[src/rtl/fifo_rr_arbiter.sv]
// Round-robin scheduler draining N_REQ source FIFOs into one destination FIFO, one word per cycle.
// Source pops are registered; the destination push follows each pop by exactly one cycle.
module fifo_rr_arbiter #(
  parameter int unsigned DATA_W = 10,
  parameter int unsigned N_REQ  = 4,
  parameter int unsigned ID_W   = 2
) (
  input  logic                    clk_i,
  input  logic                    reset_i,
  input  logic                    init_i,
  input  logic [N_REQ-1:0]        src_mask_i,
  input  logic [N_REQ-1:0]        src_empty_i,
  input  logic [N_REQ-1:0]        src_error_i,
  input  logic [N_REQ*DATA_W-1:0] src_data_i,
  output logic [N_REQ-1:0]        src_pop_o,
  input  logic                    dst_full_i,
  input  logic                    dst_afull_i,
  input  logic                    dst_error_i,
  output logic                    dst_push_o,
  output logic [DATA_W-1:0]       dst_data_o,
  output logic [ID_W-1:0]         grant_id_o,
  output logic [2:0]              state_o,
  output logic                    idle_o,
  output logic                    error_out_o
);

  typedef enum logic [2:0] {
    StReset  = 3'd0,
    StInit   = 3'd1,
    StIdle   = 3'd2,
    StActive = 3'd3,
    StError  = 3'd4
  } state_e;

  state_e            state_q;
  logic [N_REQ-1:0]  src_pop_q;
  logic [N_REQ-1:0]  src_pop_d;
  logic              dst_push_q;
  logic [ID_W-1:0]   grant_id_q;
  logic [ID_W-1:0]   rr_ptr_q;

  logic [N_REQ-1:0]  eligible;
  logic              any_elig;
  logic              err_cond;
  logic              to_error;
  logic              pop_ok;
  logic              gnt_valid;
  logic [ID_W-1:0]   gnt_idx;
  int unsigned       cand;

  assign eligible = src_mask_i & ~src_empty_i;
  assign any_elig = |eligible;
  assign err_cond = (|src_error_i) | dst_error_i | (dst_push_q & dst_full_i);
  assign to_error = err_cond && (state_q != StReset);
  // Stop on almost_full so the single in-flight word always has room.
  assign pop_ok   = (state_q == StActive) && !err_cond && !dst_afull_i && !dst_full_i;

  // First eligible source strictly after the last granted one, wrapping.
  always_comb begin
    gnt_valid = 1'b0;
    gnt_idx   = rr_ptr_q;
    cand      = 0;
    for (int unsigned k = 1; k <= N_REQ; k++) begin
      cand = (32'(rr_ptr_q) + k) % N_REQ;
      if (!gnt_valid && eligible[cand]) begin
        gnt_valid = 1'b1;
        gnt_idx   = ID_W'(cand);
      end
    end
    src_pop_d = '0;
    if (pop_ok && gnt_valid) begin
      src_pop_d[gnt_idx] = 1'b1;
    end
  end

  always_ff @(posedge clk_i) begin
    if (reset_i) begin
      state_q    <= StReset;
      src_pop_q  <= '0;
      dst_push_q <= 1'b0;
      grant_id_q <= '0;
      rr_ptr_q   <= ID_W'(N_REQ - 1);
    end else begin
      src_pop_q  <= src_pop_d;
      dst_push_q <= (|src_pop_q) && !to_error && (state_q != StError);
      if (|src_pop_d) begin
        rr_ptr_q <= gnt_idx;
      end
      // rr_ptr_q still names the source popped this cycle.
      if (|src_pop_q) begin
        grant_id_q <= rr_ptr_q;
      end
      if (to_error) begin
        state_q <= StError;
      end else begin
        case (state_q)
          StReset: state_q <= StInit;
          StInit: begin
            if (!init_i && !dst_push_q) state_q <= StIdle;
          end
          StIdle: begin
            if (init_i)        state_q <= StInit;
            else if (any_elig) state_q <= StActive;
          end
          StActive: begin
            if (init_i)                       state_q <= StInit;
            else if (!any_elig && !dst_push_q) state_q <= StIdle;
          end
          StError: state_q <= StError;
          default: state_q <= StError;
        endcase
      end
    end
  end

  assign src_pop_o   = src_pop_q;
  assign dst_push_o  = dst_push_q;
  assign grant_id_o  = grant_id_q;
  assign dst_data_o  = src_data_i[32'(grant_id_q) * DATA_W +: DATA_W];
  assign state_o     = state_q;
  assign idle_o      = (state_q == StIdle);
  assign error_out_o = (state_q == StError);

endmodule
[config.mk]
export PLATFORM = sky130hd
export DESIGN_NAME = fifo_rr_arbiter
export DESIGN_NICKNAME = d
export VERILOG_FILES = /design/src/rtl/fifo_rr_arbiter.sv
export SDC_FILE = /design/constraint.sdc
export NUM_CORES = 1
export LEC_CHECK = 0
export ABC_AREA = 1
export CORE_ASPECT_RATIO = 0.9
export CORE_MARGIN = 4
export CORE_UTILIZATION = 39
export CTS_BUF_LIST = sky130_fd_sc_hd__clkbuf_8
export DETAILED_ROUTE_END_ITERATION = 8
export PLACE_DENSITY = 0.95
export REMOVE_ABC_BUFFERS = 1
export SYNTH_ARGS = -nofsm -noshare
export SYNTH_HDL_FRONTEND = slang
export SYNTH_SLANG_ARGS = --single-unit
[constraint.sdc]
create_clock -name clk_i -period 2.6 [get_ports clk_i]
set_clock_uncertainty 0.05 [all_clocks]
set_input_delay 0.78 -clock clk_i [delete_from_list [all_inputs] [get_ports clk_i]]
set_output_delay 0.78 -clock clk_i [all_outputs]
set_load 0.005 [all_outputs]
==> results.md <==
- Status: complete, no violations
- Maximum clock frequency: 0.3913 GHz
- Final slew viol count: 0
- PD cells: 336.2 nW/um2
- Vias in the first global route: 1430
- Synthesized flop and latch total: 12
- Die H: 59.12 um
- Setup crit start kind: input port
- CTS max path bufs: 2
- Post-layout util: 0.7164
- Post-route DRC: 0
- Critical path arrival: 1.73 ns
- Leakage: 0.8269 nW
- WL final: 3684 um
- Aggregate global routing overflow: 0
- Via density: 5.089
- Final std cells w/o fill: 302
- Period utilization: 0.9829
- Post-DRT Antenna Nets: 0
- Max Cap Viol: 0
- Die area: 3831 um2
- Std cell rows: 18
- WS Path Type: in -> out
- CTS buffer count: 3
- Final Hold Vio Count: 0
- CTS tree: built
- I/O pin total: 80
- DP Worst Slack: -0.2873 ns
- Post-synth cell types: 24
- Routed wire per std cell: 12.20 um
- Synthesized area: 1132 um2
- Initial DRT Pass Iterations: 5
- Worst Path Max Fanout: 1
- Mapped Cells: 183
- Largest net degree at the start of global routing: 21
- Inserted Diodes: 0
- Final setup violating endpoints: 0
- Required @ worst endpoint: 1.77 ns
- Post-Place Cells: 298
- # nets final: 321
- Top cells by area, synth: dfxtp_1 (21%), nand2_1 (11%), nor2_1 (10%)
- Worst skew pair latency: 0.24 ns
- Initial core utilization: 0.4088
- Maximum VDD drop: 0.0003570 V
- Yosys Warn Count: 0
- Main combinational cell family by area after synthesis: simple AND/OR/NAND/NOR gates
- CTS clk-pin slew, worst paths: 0.05 ns
- Pwr Total: 0.6671 mW
- Post-synth top area share: 0.2122
- CTS Hold Buffers Added: 0
- HPWL Detailed: 3060 um
- RSZ-0062 raised after global routing: false
- Setup crit end kind: output port
- Port Buffers: 79
- Clock sinks: 12
- Area share of and/or/nand/nor cells after synthesis: 0.5039
- Layout cells sized above 1: 0.1298
- Adder-cell share of the synthesized area: 0
- Worst-margin pin slew: 0.7822 ns
- Root buf cell: clkbuf_8
- Via count: 1537
- Gr usage total: 0.1948
- H-tree level count: 1
- Antenna violations before repair: 0
- Initial drt markers: 142
- Xor and xnor area share after synthesis: 0
- Layout area overhead: 75.25%
- Chip width: 64.80 um
- Most frequent cells in the layout: clkdlybuf4s50_1 (69), nand2_1 (32), nor2_1 (31)
- Post-synthesis sequential area ratio: 0.2122
- Commonest non-fill, non-tap cell in the layout: clkdlybuf4s50_1
- Gpl congestion: 0.8104
- Global-route wire length before repair: 6044 um
- Postcts setup bufs: 0
- Synth area leader: dfxtp_1
- Fin crit period: 2.556 ns
- Post-synthesis mux area share: 0
- # fillers: 242
- Slew HR: 0.4737
- Synth Area in Compound Gates: 0.1978
- Min-delay worst type: reg -> reg
- Core footprint: 2770 um2
- Final Worst Setup Slack: 0.04445 ns
- Avg Cell Area, Syn: 6.188 um2
## power by group
group	total, mW	internal (mW)	switching (mW)
registers	0.211	0.197	0.0143
clock network	0.202	0.134	0.0686
logic	0.254	0.152	0.101
## cell type report
cell class,instances,area (um2),area share
tap,40,50.05,0.02522
inverter,15,63.81,0.03216
sequential,12,240.2,0.1211
clock buffer,4,55.05,0.02774
multi-input combinational,149,794.5,0.4004
timing repair buffer,82,780.7,0.3934
## cells by family after synthesis
logic type,after synthesis
AOI/OAI and AO/OA,41
buffers and inverters,22
DFF,12
and+or+nand+nor,108
## registers in the layout (all words and copies together), names as in the netlist
| register | count |
|---|---|
| src_pop_o | 4 |
| state_o | 3 |
| dst_push_o | 1 |
| rr_ptr_q | 2 |
| grant_id_o | 2 |
## cells in the mapped netlist, drive strengths merged
library cell / count
a21oi: 6
buf: 1
clkbuf: 6
dfxtp: 12
inv: 15
nand2: 42
nand3: 22
nand4: 4
nor2: 31
nor3: 4
nor3b: 3
nor4: 1
o2111ai: 1
o21ai: 23
o21bai: 1
o22ai: 10
or2: 1
## layer usage
metal	global-route usage	part of all wire	wire, um
met5	0	0	0
met3	0.05313	0.12	426
met1	0.2261	0.40	1481
met4	0.04518	0.0068	25
met2	0.3571	0.48	1751
## metrics by stage
stage	TNS, ns	hold WS [ns]	instance area [um2]
6_report	0	0.4330	1984
5_1_grt	0	0.4703	1984
4_1_cts	0	0.4359	2007
3_5_place_dp	-2.327	0.4257	1962
3_3_place_gp	-2.220	0.4243	1962
2_1_floorplan	0	0.5004	1099
## path summary, 6_finish.rpt
path / from / endpoint / slack (ns) / cells past startpoint
setup / recovery: src_data_i[29] / dst_data_o[9] / 0.04 / 4
hold reg to reg: grant_id_o[0] / grant_id_o[0] / 0.43 / 2
hold / removal: grant_id_o[0] / grant_id_o[0] / 0.43 / 2
setup reg to reg: rr_ptr_q[0] / rr_ptr_q[0] / 0.92 / 9
## critical path, cell delays in order
cell,delay (ns)
clkdlybuf4s50_1,0.45
o21ai_0,0.06
o22ai_1,0.18
dlygate4sd2_1,0.25
## repair_timing
action	4_1_cts	5_1_grt
cloned	0	0
resized for setup	12	15
setup endpoints to repair	10	8
pin swaps	1	6
No activity file was read; power rests on OpenSTA's default activity.
